`src/rtl/pc_word_pkg.sv`:
```
// Shared definitions for the PC word format {route, code, payload}.
// The same constants are used by the upstream packer, so both ends of
// the link agree on field widths and code ranges.
// Contents:
//   field widths NPCcode / NPCdata / NPCroute and full word width NPCword
//   GO_HOME_rt   route value meaning "local to this FPGA"
//   code ranges  BD_CODE_HI, FPGA_CODE_LO/HI, NOP_CODE
//   ERR_W        width of the unknown-code counter
//   dest_t       destination of a word, and classify() which computes it
package pc_word_pkg;

  localparam int NPCcode  = 8;
  localparam int NPCdata  = 24;
  localparam int NPCroute = 10;
  localparam int NPCword  = NPCroute + NPCcode + NPCdata;

  localparam logic [NPCroute-1:0] GO_HOME_rt   = 10'h200;
  localparam logic [NPCcode-1:0]  BD_CODE_HI   = 8'd12;
  localparam logic [NPCcode-1:0]  FPGA_CODE_LO = 8'd13;
  localparam logic [NPCcode-1:0]  FPGA_CODE_HI = 8'd127;
  localparam logic [NPCcode-1:0]  NOP_CODE     = 8'd255;

  localparam int ERR_W = 16;

  typedef enum logic [2:0] {
    DEST_BD,
    DEST_FPGA,
    DEST_GLOBAL,
    DEST_DROP,
    DEST_ERR
  } dest_t;

  // Any non-home route is forwarded as-is, even a NOP code; the code
  // only matters for words that stay on this FPGA.
  function automatic dest_t classify(input logic [NPCroute-1:0] route,
                                     input logic [NPCcode-1:0]  code);
    dest_t d;
    if (route != GO_HOME_rt)
      d = DEST_GLOBAL;
    else if (code <= BD_CODE_HI)
      d = DEST_BD;
    else if ((code >= FPGA_CODE_LO) && (code <= FPGA_CODE_HI))
      d = DEST_FPGA;
    else if (code == NOP_CODE)
      d = DEST_DROP;
    else
      d = DEST_ERR;
    return d;
  endfunction

endpackage

```
`src/rtl/pc_out_slot.sv`:
```
// One-entry registered output buffer with a valid/ack handshake.
// Ports:
//   clk, reset   clock and asynchronous active-low reset
//   load         capture data_in this edge (only asserted while free)
//   data_in      word to capture
//   a            downstream ack
//   v            buffer holds a word (output valid)
//   data         buffered word
//   free         buffer can accept a word this cycle
module pc_out_slot #(
  parameter int W = 32
) (
  input  logic         clk,
  input  logic         reset,
  input  logic         load,
  input  logic [W-1:0] data_in,
  input  logic         a,
  output logic         v,
  output logic [W-1:0] data,
  output logic         free
);

  // Free when empty, or when the current word leaves on this same edge,
  // so a steady stream can pass at one word per cycle.
  assign free = !v || a;

  always_ff @(posedge clk or negedge reset) begin
    if (!reset) begin
      v    <= 1'b0;
      data <= '0;
    end else if (load) begin
      v    <= 1'b1;
      data <= data_in;
    end else if (a) begin
      v    <= 1'b0;
    end
  end

endmodule

```
`src/rtl/pc_unpacker.sv`:
```
// Steers the 42-bit PC word stream {route, code, payload} to the BD,
// FPGA-internal and Global (routed) destinations. NOP words are dropped,
// unknown codes are dropped and counted.
// Ports:
//   clk, reset                 clock and asynchronous active-low reset
//   pc_in_d/v/a                incoming word channel (slave)
//   bd_out_code/payload/v/a    BD deserializer channel (master)
//   fpga_out_code/payload/v/a  FPGA config/command channel (master)
//   global_out_route/code/payload/v/a  routed channel (master)
//   err_count                  saturating count of unknown-code words
//   err_last_code              code of the most recent unknown-code word
module pc_unpacker
  import pc_word_pkg::*;
(
  input  logic                clk,
  input  logic                reset,
  input  logic [NPCword-1:0]  pc_in_d,
  input  logic                pc_in_v,
  output logic                pc_in_a,
  output logic [NPCcode-1:0]  bd_out_code,
  output logic [NPCdata-1:0]  bd_out_payload,
  output logic                bd_out_v,
  input  logic                bd_out_a,
  output logic [NPCcode-1:0]  fpga_out_code,
  output logic [NPCdata-1:0]  fpga_out_payload,
  output logic                fpga_out_v,
  input  logic                fpga_out_a,
  output logic [NPCroute-1:0] global_out_route,
  output logic [NPCcode-1:0]  global_out_code,
  output logic [NPCdata-1:0]  global_out_payload,
  output logic                global_out_v,
  input  logic                global_out_a,
  output logic [ERR_W-1:0]    err_count,
  output logic [NPCcode-1:0]  err_last_code
);

  localparam int LOCAL_W = NPCcode + NPCdata;

  logic [NPCroute-1:0] route;
  logic [NPCcode-1:0]  code;
  dest_t               dest;
  logic                accept;
  logic                bd_free, fpga_free, global_free;
  logic                bd_load, fpga_load, global_load;
  logic [LOCAL_W-1:0]  bd_data, fpga_data;
  logic [NPCword-1:0]  global_data;

  assign route = pc_in_d[NPCword-1 -: NPCroute];
  assign code  = pc_in_d[LOCAL_W-1 -: NPCcode];
  assign dest  = classify(route, code);

  // Head-of-line acceptance: the word at the input is taken only when its
  // own destination can take it. Dropped words never block. No ack is
  // offered while reset is held.
  always_comb begin
    pc_in_a = 1'b0;
    if (reset) begin
      case (dest)
        DEST_BD:     pc_in_a = bd_free;
        DEST_FPGA:   pc_in_a = fpga_free;
        DEST_GLOBAL: pc_in_a = global_free;
        default:     pc_in_a = 1'b1;
      endcase
    end
  end

  assign accept      = pc_in_v && pc_in_a;
  assign bd_load     = accept && (dest == DEST_BD);
  assign fpga_load   = accept && (dest == DEST_FPGA);
  assign global_load = accept && (dest == DEST_GLOBAL);

  pc_out_slot #(.W(LOCAL_W)) u_bd_slot (
    .clk     (clk),
    .reset   (reset),
    .load    (bd_load),
    .data_in (pc_in_d[LOCAL_W-1:0]),
    .a       (bd_out_a),
    .v       (bd_out_v),
    .data    (bd_data),
    .free    (bd_free)
  );

  pc_out_slot #(.W(LOCAL_W)) u_fpga_slot (
    .clk     (clk),
    .reset   (reset),
    .load    (fpga_load),
    .data_in (pc_in_d[LOCAL_W-1:0]),
    .a       (fpga_out_a),
    .v       (fpga_out_v),
    .data    (fpga_data),
    .free    (fpga_free)
  );

  pc_out_slot #(.W(NPCword)) u_global_slot (
    .clk     (clk),
    .reset   (reset),
    .load    (global_load),
    .data_in (pc_in_d),
    .a       (global_out_a),
    .v       (global_out_v),
    .data    (global_data),
    .free    (global_free)
  );

  assign bd_out_code        = bd_data[LOCAL_W-1 -: NPCcode];
  assign bd_out_payload     = bd_data[NPCdata-1:0];
  assign fpga_out_code      = fpga_data[LOCAL_W-1 -: NPCcode];
  assign fpga_out_payload   = fpga_data[NPCdata-1:0];
  assign global_out_route   = global_data[NPCword-1 -: NPCroute];
  assign global_out_code    = global_data[LOCAL_W-1 -: NPCcode];
  assign global_out_payload = global_data[NPCdata-1:0];

  // Unknown-code bookkeeping; the counter sticks at all-ones rather than
  // wrapping so a flood of bad words is never mistaken for a few.
  always_ff @(posedge clk or negedge reset) begin
    if (!reset) begin
      err_count     <= '0;
      err_last_code <= '0;
    end else if (accept && (dest == DEST_ERR)) begin
      if (err_count != '1)
        err_count <= err_count + 1'b1;
      err_last_code <= code;
    end
  end

endmodule

```
`config.mk`:
```
export PLATFORM = sky130hd
export DESIGN_NAME = pc_unpacker
export DESIGN_NICKNAME = d
export VERILOG_FILES = /design/src/rtl/pc_word_pkg.sv /design/src/rtl/pc_out_slot.sv /design/src/rtl/pc_unpacker.sv
export SDC_FILE = /design/constraint.sdc
export NUM_CORES = 1
export LEC_CHECK = 0
export CAP_MARGIN = 20
export CORE_AREA = 4 4 116 107
export CTS_CLUSTER_DIAMETER = 200
export DETAILED_ROUTE_END_ITERATION = 6
export DIE_AREA = 0 0 120 111
export HOLD_SLACK_MARGIN = 0.1
export PLACE_DENSITY = 0.9
export SLEW_MARGIN = 20
export SYNTH_ARGS = -nofsm -noshare
export SYNTH_HDL_FRONTEND = slang
export SYNTH_SLANG_ARGS = --single-unit
```
`constraint.sdc`:
```
create_clock -name clk -period 3.3 [get_ports clk]
set_input_delay 0.99 -clock clk [delete_from_list [all_inputs] [get_ports clk]]
set_output_delay 0.99 -clock clk [all_outputs]
set_load 0.01 [all_outputs]
```
==> impl_results.md, run 1 <==
* PD cells at 521 nW/µm²
* Peak VDD IR at 0.480 mV
* Die width at ~120 µm
* Clock Path Buffers at 2
* Max Clock Skew at 0.00969 ns
* Worst-path clk slew at 0.06 ns
* WL final at 13,700 µm
* Layout area overhead at 52.0%
* Congestion Overflow GR at 0
* Ant diodes at 0
* Worst path top cell family by delay: simple AND/OR/NAND/NOR gates
* Core footprint at 11,200 µm²
* Most frequent cells in the layout: 165 x clkdlybuf4s50_1, 133 x dfrtp_1, 80 x mux2_2
* Final ANT Viol Nets at 0
* Crit path capture type: output port
* Yosys top cell by area: dfrtp_1
* Hold Path Cell Cnt at 1
* Commonest non-fill, non-tap cell in the layout: clkdlybuf4s50_1
* Initial DRC Count at 179
* Worst min path class: register to register
* Synth Register Bits at approximately 130
* Num CTS Buffers at 17
* Clk Latency, worst-skew pair at slightly above 0.4 ns
* Worst rel slew slack at 0.381
* Syn_area_per_cell at between 15 and 20 µm²
* Vias per cell at 5.09
* Setup tns final at 0 ns
* Drt wl/cell at between 15 and 20 µm
* Vias in the first global route at 4,145
* Crit path max-delay cell type: nor4_2
* Synth top area share at 0.618
* Root buffer cell: clkbuf_16
* Synth Area in Simple Gates at 0.0806
* Die area at 13,300 µm²
* Final hold viol count at 0
* IO buf count at 181
* Placed wire-length estimate at 9610 µm
* Synth warn at 0
* Worst path required time at 2.31 ns
* TritonCTS clock tree: done
* Initial Util at 0.479
* Critical-path maximum fanout at 2
* Routed via count at 3,725
* CP Buf/Inv Count at 2
* First-pass GRT wire length at approximately 22,000 µm
* Setup CP Type: input port to output port
* Setup Viol. Count Final at 0
* Total track usage at 0.211
* Adder-Cell Fraction of Synth Area at 0.00232
* Status: complete, no violations
* Share of the clock period used by the worst path at 0.985
* R2r worst-path depth at 5
* Fin worst setup slack at approximately 0.05 ns
* Die Y at 111 µm
* CP cell instances: clkdlybuf4s15_1 > nor4_2 > nand2_1 > mux2i_2 > o211a_1 > buf_6
* Slew Limit Fails at 0
* Worst path depth at 6
* Pin count of the biggest net entering global routing at 77
* CP startpoint kind: input port
* # IOs at roughly 180
* Netlist cell types at 37
* Largest family of logic cells by synthesized area: multiplexers
* Syn_nets at 396
* Max_cap viols at 0
* Post-layout net count at 612
* Largest stage delay on the critical path at roughly 0.32 ns
* Gate Count Post-Synth at between 300 and 400
* Drt drc at 0
* FP Rows at 37
* Clock sinks at 133
* Fin crit period at between 3 and 4 ns
* Place WS at -0.692 ns
* Synth Area in XOR/XNOR at 0.0179
* P_leak at 3.81 nW
* Synthesized area at approximately 5400 µm²
* Compound-Gate Fraction of Synth Area at 0.0137
* Routability cong. at 0.829
* TritonRoute pass-1 iters at 4
* Fmax at 308 MHz
* Htree depth at 4
* Multiplexer share of the synthesized area at 0.251
* Initial antenna violation count at 0
* Top cells by area, synth: dfrtp_1 62%, mux2_2 17%, mux2_4 7.8%, xnor2_1 1.6%, nand4_1 1.2%
* Sequential cell area fraction in the yosys report at 0.618
* Worst Tran Pin Value at 0.928 ns
* Worst EP arrival at 2.26 ns
* Share of cells above drive strength 1 at 0.314
==> logic make-up after synthesis <==
kind of cell | Yosys count
adder cells (fa/ha/maj) | 1
AND/OR/NAND/NOR | 68
buffers and inverters | 13
AO/OA/AOI/OAI | 10
multiplexers | 111
flip-flops | 133
XOR/XNOR | 11
==> final cells by class <==
class                           instances  area, µm²
Clock inverter                         13        181
Sequential cell                       133       3330
Inverter                                1       3.75
Timing Repair Buffer                  209       2050
Tap cell                              156        195
Multi-Input combinational cell        201       1990
Clock buffer                           19        443
Fill cell                             745       3060
==> metrics by stage <==
step	power (mW)	cell area (µm²)	cells	hold slack [ns]	util
after floorplan	1.97	5390	347	0.504	-
after global placement	2.31	7510	696	0.452	0.668
after detailed placement	2.33	7510	696	0.461	0.668
after CTS	4.31	8160	730	0.477	0.725
after global routing	4.42	8190	732	0.493	0.728
final	4.27	8190	732	0.479	0.728
==> registers in the layout (all words and copies together), names as in the netlist <==
register,count
u_global_slot.v,1
u_bd_slot.data,32
u_fpga_slot.data,32
err_count,16
u_global_slot.data,42
err_last_code,8
u_bd_slot.v,1
u_fpga_slot.v,1
==> worst reg2reg max path, delay by kind of cell, from the launching register on <==
| family | cells | cell delay, ns |
|---|---|---|
| compound gates | 1 | 0.49 |
| flops | 1 | 0.41 |
| fa+ha+maj | 1 | 0.27 |
| simple gates | 2 | 0.45 |
| xor+xnor | 1 | 0.17 |
==> Yosys cell counts <==
cell / instances
a211oi_4: 1
a21oi_1: 5
a31oi_1: 1
and2_0: 1
and2_1: 2
and3_1: 5
buf_2: 4
buf_4: 3
buf_6: 3
clkbuf_1: 2
dfrtp_1: 133
ha_1: 1
inv_1: 1
mux2_1: 2
mux2_2: 80
mux2_4: 28
mux2i_1: 1
nand2_1: 9
nand2b_1: 5
nand3_1: 9
nand3_2: 1
nand4_1: 10
nand4_2: 1
nand4b_4: 1
nor2_1: 9
nor2b_1: 6
nor3_1: 2
nor3_4: 1
nor4_1: 2
nor4_4: 2
o211a_1: 1
o211ai_1: 1
o21ai_1: 1
or2_1: 1
or2_2: 1
xnor2_1: 10
xor2_1: 1
==> worst paths after layout <==
kind	startpoint	end	slack (ns)
worst max-delay path	pc_in_d[28]	pc_in_a	0.05
worst min-delay path	err_last_code[7]$_DFFE_PN0P_	err_last_code[7]$_DFFE_PN0P_	0.48
worst max register to register	err_count[0]$_DFFE_PN0P_	err_count[9]$_DFFE_PN0P_	1.39
worst min register to register	err_last_code[7]$_DFFE_PN0P_	err_last_code[7]$_DFFE_PN0P_	0.48
max in group asynchronous	reset	err_last_code[1]$_DFFE_PN0P_	1.11
min in group asynchronous	reset	u_global_slot.data[37]$_DFFE_PN0P_	0.75
==> report_power, final <==
part / internal (mW) / switching (mW)
clock network: 1.28 / 0.690
logic: 0.307 / 0.204
registers: 1.73 / 0.0544
==> per-layer routing <==
metal / vias up / global-route usage / part of all wire
li1: 1678 / - / -
met5: - / 0 / 0
met4: 0 / 0.0687 / 0.017
met1: 1895 / 0.246 / 0.41
met2: 134 / 0.361 / 0.51
met3: 18 / 0.0740 / 0.061
==> timing repair <==
action / in CTS / in global routing
setup buffers: 2 / 2
hold buffers: 0 / 0
setup endpoints to repair: 1 / 1
pin swaps: 6 / 6
resized for setup: 18 / 7
endpoints found under the hold margin: 0 / 0
No activity file was read; power rests on OpenSTA's default activity.
==> run 2, diff against run 1 <==
- SLEW_MARGIN: 20 -> 25
==> results of run 2 <==
No change in the layout: final DEF, timing and power equal those of run 1.
